[config.mk]
export PLATFORM = sky130hd
export DESIGN_NAME = hd_unload_scheduler_flat
export DESIGN_NICKNAME = d
export VERILOG_FILES = /design/src/rtl/hd_unload_scheduler_if.sv /design/src/rtl/hd_unload_scheduler.sv /design/src/flat_wrapper.sv
export SDC_FILE = /design/constraint.sdc
export NUM_CORES = 1
export LEC_CHECK = 0
export BUFFER_PORTS_ARGS = -buffer_cell sky130_fd_sc_hd__clkbuf_2
export CORE_ASPECT_RATIO = 0.75
export CORE_MARGIN = 4
export CORE_UTILIZATION = 53
export CTS_BUF_LIST = sky130_fd_sc_hd__clkbuf_4 sky130_fd_sc_hd__clkbuf_8 sky130_fd_sc_hd__clkbuf_16
export CTS_CLUSTER_SIZE = 40
export DETAILED_ROUTE_END_ITERATION = 8
export PLACE_DENSITY = 0.8
export SLEW_MARGIN = 25
export SYNTH_ARGS = -nofsm -noshare
export SYNTH_HDL_FRONTEND = slang
export SYNTH_SLANG_ARGS = --single-unit
[constraint.sdc]
create_clock -name clk -period 2.1 [get_ports clk]
set_input_delay 0.315 -clock clk [delete_from_list [all_inputs] [get_ports clk]]
set_output_delay 0.315 -clock clk [all_outputs]
set_load 0.02 [all_outputs]
[src/rtl/hd_unload_scheduler_if.sv]
// hd_unload_scheduler_if: decoder, LLR-memory and output-FIFO signals of the unload scheduler
interface hd_unload_scheduler_if #(
    parameter int ADDRESSWIDTH = 5
);
    logic                    frame_done;
    logic                    fifo_ready;
    logic                    rd_en;
    logic [ADDRESSWIDTH-1:0] rd_addr;
    logic                    wr_en;
    logic [ADDRESSWIDTH-1:0] wr_addr;
    logic                    rd_start;
    logic                    busy;
    logic                    decoder_hold;
    logic                    overflow;

    modport master (
        output frame_done, fifo_ready,
        input  rd_en, rd_addr, wr_en, wr_addr, rd_start, busy, decoder_hold, overflow
    );
    modport slave (
        input  frame_done, fifo_ready,
        output rd_en, rd_addr, wr_en, wr_addr, rd_start, busy, decoder_hold, overflow
    );
endinterface

[src/rtl/hd_unload_scheduler.sv]
// hd_unload_scheduler: unloads a decoded frame from LLR memory into the output FIFO, then
// hands a stretched start pulse to the FIFO read side.
module hd_unload_scheduler #(
    parameter int ADDRESSWIDTH    = 5,
    parameter int UNLOADCOUNT     = 17,
    parameter int RDLAT           = 2,
    parameter int SYNC_WAITCYCLES = 20
) (
    input logic                  clk,
    input logic                  rst,
    hd_unload_scheduler_if.slave bus
);
    localparam int CW = ADDRESSWIDTH > 8 ? ADDRESSWIDTH : 8;

    typedef enum logic [1:0] {IDLE, ISSUE, DRAIN, SYNC} state_e;

    state_e                  state_q, state_d;
    logic [CW-1:0]           cnt_q, cnt_d;
    logic                    fd_q, fr_q;
    logic                    pending_q, pending_d;
    logic                    overflow_q, overflow_d;
    logic                    consume, last;
    logic                    rd_en;
    logic [ADDRESSWIDTH-1:0] rd_addr;
    logic [ADDRESSWIDTH:0]   pipe_q [RDLAT];

    always_ff @(posedge clk) begin
        if (!rst) begin
            state_q <= IDLE;
            cnt_q   <= '0;
        end else begin
            state_q <= state_d;
            cnt_q   <= cnt_d;
        end
    end

    // Inputs are registered once; the write pipeline mirrors the read request RDLAT cycles later.
    always_ff @(posedge clk) begin
        if (!rst) begin
            fd_q       <= 1'b0;
            fr_q       <= 1'b0;
            pending_q  <= 1'b0;
            overflow_q <= 1'b0;
            for (int i = 0; i < RDLAT; i++) pipe_q[i] <= '0;
        end else begin
            fd_q       <= bus.frame_done;
            fr_q       <= bus.fifo_ready;
            pending_q  <= pending_d;
            overflow_q <= overflow_d;
            pipe_q[0]  <= {rd_en, rd_addr};
            for (int i = 1; i < RDLAT; i++) pipe_q[i] <= pipe_q[i-1];
        end
    end

    always_comb begin
        consume    = state_q == IDLE && (fd_q || pending_q) && fr_q;
        last       = state_q == ISSUE ? cnt_q == CW'(UNLOADCOUNT - 1) :
                     state_q == DRAIN ? cnt_q == CW'(RDLAT - 1) :
                     state_q == SYNC  ? cnt_q == CW'(SYNC_WAITCYCLES - 1) : 1'b0;
        state_d    = !last ? (consume ? ISSUE : state_q) :
                     state_q == ISSUE ? DRAIN :
                     state_q == DRAIN ? SYNC : IDLE;
        cnt_d      = (state_q == IDLE || last) ? '0 : cnt_q + 1'b1;
        // A frame arriving on the consuming edge takes the freed pending slot.
        pending_d  = consume ? pending_q && fd_q : pending_q || fd_q;
        overflow_d = overflow_q || (fd_q && pending_q && !consume);
    end

    always_comb begin
        rd_en            = state_q == ISSUE;
        rd_addr          = rd_en ? cnt_q[ADDRESSWIDTH-1:0] : '0;
        bus.rd_en        = rd_en;
        bus.rd_addr      = rd_addr;
        bus.wr_en        = pipe_q[RDLAT-1][ADDRESSWIDTH];
        bus.wr_addr      = pipe_q[RDLAT-1][ADDRESSWIDTH-1:0];
        bus.rd_start     = state_q == SYNC;
        bus.busy         = state_q != IDLE;
        bus.decoder_hold = pending_q;
        bus.overflow     = overflow_q;
    end
endmodule

[src/flat_wrapper.sv]
// flat-port wrapper written by rule: the top's interface ports become plain ports
module hd_unload_scheduler_flat 
#(
    parameter int ADDRESSWIDTH    = 5,
    parameter int UNLOADCOUNT     = 17,
    parameter int RDLAT           = 2,
    parameter int SYNC_WAITCYCLES = 20
)
  (clk, rst, bus_frame_done, bus_fifo_ready, bus_rd_en, bus_rd_addr, bus_wr_en, bus_wr_addr, bus_rd_start, bus_busy, bus_decoder_hold, bus_overflow);
  hd_unload_scheduler_if #(.ADDRESSWIDTH(ADDRESSWIDTH)) bus_i ();
  input logic clk;
  input logic rst;
  input wire logic [$bits(bus_i.frame_done)-1:0] bus_frame_done;
  input wire logic [$bits(bus_i.fifo_ready)-1:0] bus_fifo_ready;
  output wire logic [$bits(bus_i.rd_en)-1:0] bus_rd_en;
  output wire logic [$bits(bus_i.rd_addr)-1:0] bus_rd_addr;
  output wire logic [$bits(bus_i.wr_en)-1:0] bus_wr_en;
  output wire logic [$bits(bus_i.wr_addr)-1:0] bus_wr_addr;
  output wire logic [$bits(bus_i.rd_start)-1:0] bus_rd_start;
  output wire logic [$bits(bus_i.busy)-1:0] bus_busy;
  output wire logic [$bits(bus_i.decoder_hold)-1:0] bus_decoder_hold;
  output wire logic [$bits(bus_i.overflow)-1:0] bus_overflow;
  assign bus_i.frame_done = bus_frame_done;
  assign bus_i.fifo_ready = bus_fifo_ready;
  assign bus_rd_en = bus_i.rd_en;
  assign bus_rd_addr = bus_i.rd_addr;
  assign bus_wr_en = bus_i.wr_en;
  assign bus_wr_addr = bus_i.wr_addr;
  assign bus_rd_start = bus_i.rd_start;
  assign bus_busy = bus_i.busy;
  assign bus_decoder_hold = bus_i.decoder_hold;
  assign bus_overflow = bus_i.overflow;
  hd_unload_scheduler #(.ADDRESSWIDTH(ADDRESSWIDTH), .UNLOADCOUNT(UNLOADCOUNT), .RDLAT(RDLAT), .SYNC_WAITCYCLES(SYNC_WAITCYCLES)) u_core (.clk(clk), .rst(rst), .bus(bus_i));
endmodule
==> metrics.cfg, run 1 <==
[setup_path]
start_kind=flop
crit_arrival_ns=1.51
endpoint_kind=output port
worstPathCellList=inv_1, ha_1, and2_1, clkbuf_2
cp_max_fo=14
slowest_stage=dfxtp_1
critPathMaxStageDelay_ns=0.44
critPathKind=reg2out
required_ns=1.78
rrSetupSlack_ns=0.28

[drt]
via_per_inst=5.05
wl_per_cell_um=12.3
drc=0
drtIter0Drc=22
antenna_left=0
first_pass_iters=4
totalWireLength_mm=1.80
vias=737

[layout]
fin_cells=146
final_area_sq_mm=0.00119
num_antenna_cells=0
area_growth_pct=10.1
drive_above_1_share_pct=21.0
layout.nets=137

[synthesis]
synthesis.area_sq_mm=0.00108
synth-seq-cells=26
syn_inst=109
ys_types=26
synth_seq_area_share_pct=48.1
syn_nets=121
async_reset_ff_share_pct=0
avgSynthCellArea_sq_um=9.93
synth_ff_type=dfxtp_1
yosys_warnings=0
synth-edff-count=0

[sta]
fin_crit_ns=1.83
fmax_mhz=548
final-setup-viol-count=0
hold_viol=0
skew_ns=0.0165
hold_ws_ns=0.194
final_max_slew_viol_count=0
finalSetupTns_ns=0
min_period_over_period_pct=87.0
setup_ws_ns=0.274
maxSlewHeadroom_pct=74.6
tightest_slew_ns=0.379
rsz0062_at_grt=no

[clock_tree]
numCtsBuffers=3
cts_setup_buffers=0
hold_buffers=0
cts_tree=built
clk_latency_ns=0.31
clockBufferDepth=2
path_clk_slew_ns=0.14
root_buffer=clkbuf_4
htree_num_levels=1
post_cts_resized=0
clock_sinks=26

[floorplanning]
initial_core_util_pct=58.9
coreArea_sq_mm=0.00184
rows=13
die_h_um=47.1
die_x_um=60.2
io_pins=20
die-area_sq_mm=0.00284

[placed_design]
place_ws_ns=0.292
place_congestion=0.884
io_buffers=19
placed_cells=142
dpl_cell_area_sq_mm=0.00115
hpwlAfterDp_mm=1.39

[worst_hold_path]
hold_class=in2reg

[grt]
grt_max_degree=21
antenna_found_initial=0
grt_usage_pct=14.6
grt_pass1_vias=683
overflow=0
grt_first_pass_wirelength_mm=2.98

[power_and_ir_drop]
leakage_uw=0.000555
vdd_drop_max_mv=0.504
powerDensity_mw_per_mm2=657

[status]
status=finished, final reports clean

[run]
drv_cap=0

critical path, delay by kind of cell (launching register included):
kind                       cells  cell delay, ns
buffers and inverters          2            0.24
and+or+nand+nor                1            0.21
adders and majority gates      1            0.31
DFF                            1            0.44
power by group:
part / leakage (uW) / switching [uW] / internal (uW)
Combinational: 0.000324 / 23.3 / 14.9
Clock: 0.0000210 / 133 / 106
Sequential: 0.000210 / 5.38 / 499
Total: 0.000555 / 162 / 620
path summary, 6_finish.rpt:
| check | start | end | cells after the start |
|---|---|---|---|
| worst max-delay path | u_core.state_q[1] | bus_rd_addr[4] | 4 |
| worst min-delay path | bus_frame_done | u_core.fd_q | 2 |
| worst max register to register | u_core.state_q[1] | u_core.state_q[0] | 6 |
| worst min register to register | u_core.pipe_q[0][2] | u_core.pipe_q[0][8] | 1 |
cell type report:
cell class,instances,area (sq um)
Multi-Input combinational cell,68,485
Clock buffer,4,36.3
Timing Repair Buffer,19,95.1
Sequential cell,26,520
Inverter,7,26.3
Fill cell,153,647
Tap cell,22,27.5
synthesized netlist by cell type (2+ instances only):
cell | count | share of area (%)
nand3_1 | 6 | 2.8
clkbuf_1 | 2 | 0.69
ha_1 | 8 | 9.2
dfxtp_1 | 26 | 48
xor2_1 | 4 | 3.2
buf_4 | 5 | 3.5
inv_1 | 7 | 2.4
and2_1 | 15 | 8.7
xnor2_1 | 2 | 1.6
and3_1 | 7 | 4.0
nor2_1 | 10 | 3.5
nand2_1 | 3 | 1.0
cells in the final DEF, fill, tap and decap left out, drive strengths merged:
master	n
and3b	1
nand2	3
and3	7
nor3	1
and2	15
dfxtp	26
ha	8
a21bo	1
inv	7
nor2	10
nand3	6
o2111ai	1
xnor2	2
mux2i	1
a311oi	1
or3	1
maj3	1
nor2b	1
xor2	4
clkbuf	23
a31oi	1
o211a	1
o211ai	2
per-stage QoR:
step	utilization (%)	power [uW]
after floorplan	-	543
after global placement	62.8	553
after detailed placement	62.8	554
after CTS	64.8	793
after global routing	64.8	821
final	64.8	782
sequential cells by signal, indices dropped and copies added, names as in the netlist:
signal	flops
u_core.bus.decoder_hold	1
u_core.bus.overflow	1
u_core.cnt_q	8
u_core.fd_q	1
u_core.fr_q	1
u_core.pipe_q	12
u_core.state_q	2
layer usage:
layer | GRT usage, % | vias to the layer above | routed length [um]
li1 | - | 382 | -
met1 | 16.2 | 329 | 787
met2 | 27.2 | 22 | 894
met3 | 4.95 | 4 | 91
met4 | 3.98 | 0 | 25
met5 | 0 | - | 0
kinds of logic (layout without fill, tap and decap cells):
logic type / Yosys count / in the layout / synth area share [%]
muxes: 1 / 1 / 0.925
AOI/OAI and AO/OA: 7 / 7 / 6.47
xor gates and xnor gates: 6 / 6 / 4.86
adders and majority gates: 9 / 9 / 10.2
and+or+nand+nor: 45 / 45 / 22.4
DFF: 26 / 26 / 48.1
buffers and inverters: 15 / 30 / 7.05
Note: power is estimated with default switching activity, not from simulation.
==> run 2, diff against run 1 <==
--- a/config.mk
+++ b/config.mk
@@ -5,10 +5,11 @@
 export SDC_FILE = /design/constraint.sdc
 export NUM_CORES = 1
 export LEC_CHECK = 0
+export ABC_AREA = 1
 export BUFFER_PORTS_ARGS = -buffer_cell sky130_fd_sc_hd__clkbuf_2
 export CORE_ASPECT_RATIO = 0.75
 export CORE_MARGIN = 4
-export CORE_UTILIZATION = 53
+export CORE_UTILIZATION = 54
 export CTS_BUF_LIST = sky130_fd_sc_hd__clkbuf_4 sky130_fd_sc_hd__clkbuf_8 sky130_fd_sc_hd__clkbuf_16
 export CTS_CLUSTER_SIZE = 40
 export DETAILED_ROUTE_END_ITERATION = 8
==> metrics.cfg, run 2 <==
[status]
status=finished, final reports clean  ; unchanged

[synthesis]
syn_inst=139  ; was 109
synth_ff_type=dfxtp_1  ; unchanged
yosys.area.top_type=dfxtp_1  ; unchanged
synth-edff-count=0  ; unchanged
synth_top_area_share_pct=44.3  ; was 48.1%
syn_nets=151  ; was 121
avgSynthCellArea_sq_um=8.44  ; was 9.93 sq um
ys_types=23  ; was 26
yosys_warnings=0  ; unchanged
synthesis.area_sq_mm=0.00117  ; was 0.00108 sq mm
synth.most_common_cell=inv_1  ; was dfxtp_1
synthTopCellsByCount=inv_1, dfxtp_1, nand2_1, nor2_1, ha_1  ; was dfxtp_1, and2_1, nor2_1, ha_1
synth-seq-cells=26  ; unchanged
async_reset_ff_share_pct=0  ; unchanged
synth_area_leaders=dfxtp_1, inv_1, ha_1, nand2_1, nor2_1  ; was dfxtp_1, ha_1, and2_1, and3_1, buf_4
synth_seq_area_share_pct=44.3  ; was 48.1%

[setup_path]
rr_worst_depth=7  ; was 6
critPathKind=reg2out  ; unchanged
critPathMaxStageDelay_ns=0.39  ; was 0.44 ns
endpoint_kind=output port  ; unchanged
start_kind=flop  ; unchanged
rrSetupSlack_ns=0.60  ; was 0.28 ns
required_ns=1.78  ; about the same
rr_startpoint=u_core.state_q[1]  ; unchanged
worstPathCellList=inv_1, ha_1, nand2_1, inv_1, clkbuf_2  ; was inv_1, ha_1, and2_1, clkbuf_2
cp_common_cell=inv_1
worstReg2RegEnd=u_core.cnt_q[4]  ; was u_core.state_q[0]
cp_max_fo=9  ; was 14
slowest_stage=dfxtp_1  ; unchanged
crit_arrival_ns=1.52  ; was 1.51 ns

[clock_tree]
clockBufferDepth=2  ; unchanged
cts_tree=built  ; unchanged
post_cts_resized=0  ; unchanged
path_clk_slew_ns=0.14  ; about the same
root_buffer=clkbuf_4  ; unchanged
clock_sinks=26  ; unchanged
clk_latency_ns=0.33  ; was 0.31 ns
hold_buffers=0  ; unchanged
cts_setup_buffers=0  ; unchanged
numCtsBuffers=3  ; unchanged
htree_num_levels=1  ; unchanged

[power_and_ir_drop]
powerDensity_mw_per_mm2=686  ; was 657 mW/mm^2
vdd_drop_max_mv=0.557  ; was 0.504 mV
leakage_uw=0.000651  ; was 0.000555 uW

[drt]
totalWireLength_mm=2.13  ; was 1.80 mm
via_per_inst=4.85  ; was 5.05
drtIter0Drc=31  ; was 22
wl_per_cell_um=11.9  ; was 12.3 um
first_pass_iters=7  ; was 4
antenna_left=0  ; unchanged
drc=0  ; unchanged
vias=869  ; was 737

[sta]
maxSlewHeadroom_pct=78.3  ; was 74.6%
tightest_slew_ns=0.326  ; was 0.379 ns
final-setup-viol-count=0  ; unchanged
min_period_over_period_pct=87.3  ; was 87.0%
fmax_mhz=546  ; was 548 MHz
finalSetupTns_ns=0  ; unchanged
rsz0062_at_grt=no  ; unchanged
skew_ns=0.00332  ; was 0.0165 ns
final_max_slew_viol_count=0  ; unchanged
hold_viol=0  ; unchanged
fin_crit_ns=1.83  ; about the same
hold_ws_ns=0.159  ; was 0.194 ns

[worst_hold_path]
hp-start=bus_frame_done  ; unchanged
hold_class=in2reg  ; unchanged
min_to=u_core.fd_q  ; unchanged
min_path_cells=3  ; was 2

[grt]
overflow=0  ; unchanged
antenna_found_initial=0  ; unchanged
grt_pass1_vias=821  ; was 683
grt_max_degree=16  ; was 21
grt_usage_pct=16.3  ; was 14.6%
grt_first_pass_wirelength_mm=3.74  ; was 2.98 mm

[placed_design]
hpwlAfterDp_mm=1.64  ; was 1.39 mm
io_buffers=19  ; unchanged
place_congestion=0.893  ; was 0.884
placed_cells=175  ; was 142

[floorplanning]
io_pins=20  ; unchanged
die_h_um=48.4  ; was 47.1 um
die-area_sq_mm=0.00299  ; was 0.00284 sq mm
rows=14  ; was 13
initial_core_util_pct=57.8  ; was 58.9%
die_x_um=61.8  ; was 60.2 um
coreArea_sq_mm=0.00203  ; was 0.00184 sq mm

[layout]
largest_reg_flops=12  ; unchanged
num_antenna_cells=0  ; unchanged
fin_cells=179  ; was 146
regArea_sq_um=520  ; unchanged
area_growth_pct=11.0  ; was 10.1%
multi_input_area_sq_um=499  ; was 485 sq um
layout.nets=168  ; was 137
drive_above_1_share_pct=27.1  ; was 21.0%
final_common_cell=inv_1  ; was dfxtp_1
final_cell_mix=inv_1, dfxtp_1, nand2_1, clkbuf_2, nor2_1  ; was dfxtp_1, clkbuf_2, and2_1, nor2_1, ha_1
fill_cells=182  ; was 153
regMostFlops=u_core.pipe_q  ; unchanged
largest_registers=u_core.pipe_q x12, u_core.cnt_q x8, u_core.state_q x2  ; unchanged

[run]
drv_cap=0  ; unchanged

[run 2: cells by family after synthesis]
logic type               after synthesis  synth area share, %
XOR/XNOR                               4                 2.99
buffers and inverters                 35                 13.1
flip-flops                            26                 44.3
AND/OR/NAND/NOR                       60                 27.7
AO/OA/AOI/OAI                          6                 3.31
adder cells (fa/ha/maj)                8                 8.53
[run 2: where the power goes]
part | leakage, uW | total (uW) | internal, uW | switching (uW)
sequential | 0.000210 | 505 | 500 | 4.88
combinational | 0.000413 | 44.8 | 14.5 | 30.3
clock | 0.0000279 | 344 | 193 | 150
total | 0.000651 | 893 | 707 | 186
[run 2: cell type report]
cell class,instances,area share [%]
tap,24,2.31
clock buffer,3,1.73
timing repair buffer,19,7.30
clock inverter,1,2.31
sequential,26,40.0
inverter,28,8.07
multi-input combinational,78,38.3
[run 2: worst max-delay path, delay by kind of cell (launching register included)]
family | cells | cell delay (ns)
DFF | 1 | 0.39
adders and majority gates | 1 | 0.35
buffers and inverters | 3 | 0.33
and+or+nand+nor | 1 | 0.13
[run 2: worst max-delay path by stage]
stage                                  from         endpoint  cells past startpoint
final                     u_core.state_q[1]   bus_rd_addr[2]                      5
after global routing      u_core.state_q[1]   bus_rd_addr[2]                      5
after CTS                 u_core.state_q[1]   bus_rd_addr[2]                      5
after detailed placement  u_core.state_q[1]  u_core.cnt_q[7]                      7
after global placement    u_core.state_q[1]   bus_rd_addr[2]                      5
after floorplan           u_core.state_q[1]  u_core.cnt_q[4]                      8
[run 2: through the flow]
step | util, % | cell area, sq um | power (uW) | setup WS (ns)
6_report | 64.1 | 1300 | 893 | 0.267
4_1_cts | 64.1 | 1300 | 899 | 0.295
3_3_place_gp | 61.5 | 1250 | 558 | 0.747
5_1_grt | 64.1 | 1300 | 929 | 0.144
3_5_place_dp | 61.5 | 1250 | 560 | 0.638
2_1_floorplan | - | 1170 | 547 | 0.695
[run 2: metal layers]
metal / up-vias / share of wire [%] / wire length, um / GRT usage (%)
li1: 440 / - / - / -
met1: 405 / 43 / 918 / 21.0
met2: 24 / 51 / 1080 / 26.0
met3: 0 / 6.2 / 133 / 5.59
met4: 0 / 0 / 0 / 3.18
met5: - / 0 / 0 / 0
==> run 3, diff against run 2 <==
--- a/config.mk
+++ b/config.mk
@@ -13,6 +13,7 @@
 export CTS_BUF_LIST = sky130_fd_sc_hd__clkbuf_4 sky130_fd_sc_hd__clkbuf_8 sky130_fd_sc_hd__clkbuf_16
 export CTS_CLUSTER_SIZE = 40
 export DETAILED_ROUTE_END_ITERATION = 8
+export MAX_ROUTING_LAYER = met4
 export PLACE_DENSITY = 0.8
 export SLEW_MARGIN = 25
 export SYNTH_ARGS = -nofsm -noshare
==> constraint.sdc (replaced) <==
create_clock -name clk -period 2.05 [get_ports clk]
set_input_delay 0.3075 -clock clk [delete_from_list [all_inputs] [get_ports clk]]
set_output_delay 0.3075 -clock clk [all_outputs]
set_load 0.02 [all_outputs]
==> metrics.cfg, run 3 (synthesis gave the netlist of run 2 again) <==
[run]
drv_cap=0  ; unchanged

[setup_path]
crit_buf_inv=3  ; unchanged
critPathMaxStageDelay_ns=0.39  ; about the same
crit_family=flip-flops  ; unchanged
required_ns=1.74  ; was 1.78 ns
crit_arrival_ns=1.53  ; was 1.52 ns
cp_common_cell=inv_1  ; unchanged
slowest_stage=dfxtp_1  ; unchanged
endpoint_kind=output port  ; unchanged
critPathKind=reg2out  ; unchanged
worstPathCellList=inv_1, ha_1, nand2_1, inv_1, clkbuf_2  ; unchanged
start_kind=flop  ; unchanged
cp_max_fo=9  ; unchanged

[placed_design]
dpl_cell_area_sq_mm=0.00125  ; unchanged
place_ws_ns=0.595  ; was 0.638 ns
io_buffers=19  ; unchanged
place_congestion=0.811  ; was 0.893
hpwlAfterDp_mm=1.64  ; about the same

[layout]
num_antenna_cells=0  ; unchanged
largest_reg_flops=12  ; unchanged
area_growth_pct=11.0  ; unchanged
drive_above_1_share_pct=27.1  ; unchanged
regMostFlops=u_core.pipe_q  ; unchanged
layout.nets=168  ; unchanged
final_common_cell=inv_1  ; unchanged
final_area_sq_mm=0.00130  ; unchanged
largest_registers=u_core.pipe_q x12, u_core.cnt_q x8, u_core.state_q x2  ; unchanged
fill_cells=176  ; was 182
final_cell_mix=inv_1, dfxtp_1, nand2_1, clkbuf_2, nor2_1  ; unchanged

[grt]
grt_usage_pct=17.2  ; was 16.3%
grt_pass1_vias=854  ; was 821
overflow=0  ; unchanged
antenna_found_initial=0  ; unchanged
grt_first_pass_wirelength_mm=3.75  ; was 3.74 mm
grt_max_degree=16  ; unchanged

[floorplanning]
coreArea_sq_mm=0.00203  ; unchanged
die_h_um=48.4  ; unchanged
rows=14  ; unchanged
io_pins=20  ; unchanged
initial_core_util_pct=57.8  ; unchanged
die_x_um=61.8  ; unchanged
die-area_sq_mm=0.00299  ; unchanged

[sta]
finalSetupTns_ns=0  ; unchanged
final-setup-viol-count=0  ; unchanged
skew_ns=0.00296  ; was 0.00332 ns
fin_crit_ns=1.84
hold_viol=0  ; unchanged
final_max_slew_viol_count=0  ; unchanged
hold_ws_ns=0.151  ; was 0.159 ns
tightest_slew_ns=0.340  ; was 0.326 ns
setup_ws_ns=0.214  ; was 0.267 ns
maxSlewHeadroom_pct=77.3  ; was 78.3%
fmax_mhz=545
rsz0062_at_grt=no  ; unchanged
min_period_over_period_pct=89.6

[clock_tree]
path_clk_slew_ns=0.14  ; about the same
post_cts_resized=0  ; unchanged
numCtsBuffers=3  ; unchanged
hold_buffers=0  ; unchanged
clock_sinks=26  ; unchanged
cts_setup_buffers=0  ; unchanged
cts_tree=built  ; unchanged
clk_latency_ns=0.32  ; was 0.33 ns
root_buffer=clkbuf_4  ; unchanged
clockBufferDepth=2  ; unchanged
htree_num_levels=1  ; unchanged

[power_and_ir_drop]
swShare_pct=20.6  ; was 20.8%
clockPowerShare_pct=38.3  ; was 38.5%
leakage_uw=0.000651  ; unchanged
power.combinational.fraction_pct=5.0  ; about the same
seqPwrFrac_pct=56.6  ; was 56.5%
powerDensity_mw_per_mm2=701  ; was 686 mW/mm^2
p_total_uw=913  ; was 893 uW
vdd_drop_max_mv=0.530  ; was 0.557 mV
p_switching_uw=188  ; was 186 uW
internal-power_uw=725  ; was 707 uW

[drt]
first_pass_iters=4  ; was 7
totalWireLength_mm=2.10  ; was 2.13 mm
drc=0  ; unchanged
drtIter0Drc=21  ; was 31
wl_per_cell_um=11.7  ; was 11.9 um
antenna_left=0  ; unchanged
vias=854  ; was 869
via_per_inst=4.77  ; was 4.85

[status]
status=finished, final reports clean  ; unchanged

[worst_hold_path]
hold_class=in2reg  ; unchanged

==> run 3: cell counts in the layout (fill, tap and decap cells not counted) <==
Identical to the previous run, type by type.
==> run 3: per-stage QoR <==
stage | std cells | util, %
after global routing | 179 | 64.1
after detailed placement | 175 | 61.5
after CTS | 179 | 64.1
after floorplan | 139 | -
final | 179 | 64.1
after global placement | 175 | 61.5
==> run 3: layer usage <==
metal,share of wire (%),GRT usage (%)
met4,1.3,4.24
met5,0,-
met1,45,20.0
met3,4.8,5.59
met2,49,28.2
==> run 3: power groups by stage <==
stage / combinational [uW] / sequential, uW / clock (uW)
finish: 45.9 / 517 / 350
global route: 51.5 / 518 / 385
CTS: 46.4 / 517 / 357
detailed placement: 45.9 / 528 / 0
global placement: 44.4 / 527 / 0
floorplan: 30.6 / 529 / 0
==> run 3: area by class of cell <==
cell class                      instances  area [sq um]  area share, %
Clock buffer                            3          22.5           1.73
Clock inverter                          1          30.0           2.31
Inverter                               28           105           8.07
Multi-Input combinational cell         78           499           38.3
Sequential cell                        26           520           40.0
Tap cell                               24          30.0           2.31
Timing Repair Buffer                   19          95.1           7.30
==> run 3: final timing paths <==
| path | slack, ns | cells after the start | endpoint | start |
|---|---|---|---|---|
| hold / removal | 0.15 | 3 | u_core.fd_q | bus_frame_done |
| hold reg to reg | 0.42 | 2 | u_core.pipe_q[0][6] | u_core.pipe_q[0][0] |
| setup reg to reg | 0.55 | 7 | u_core.cnt_q[7] | u_core.state_q[1] |
| setup / recovery | 0.21 | 5 | bus_rd_addr[2] | u_core.state_q[1] |
==> run 3: worst min-delay path: stages <==
cell	delay, ns
clkbuf_2	0.07
nand2_1	0.04
inv_1	0.04
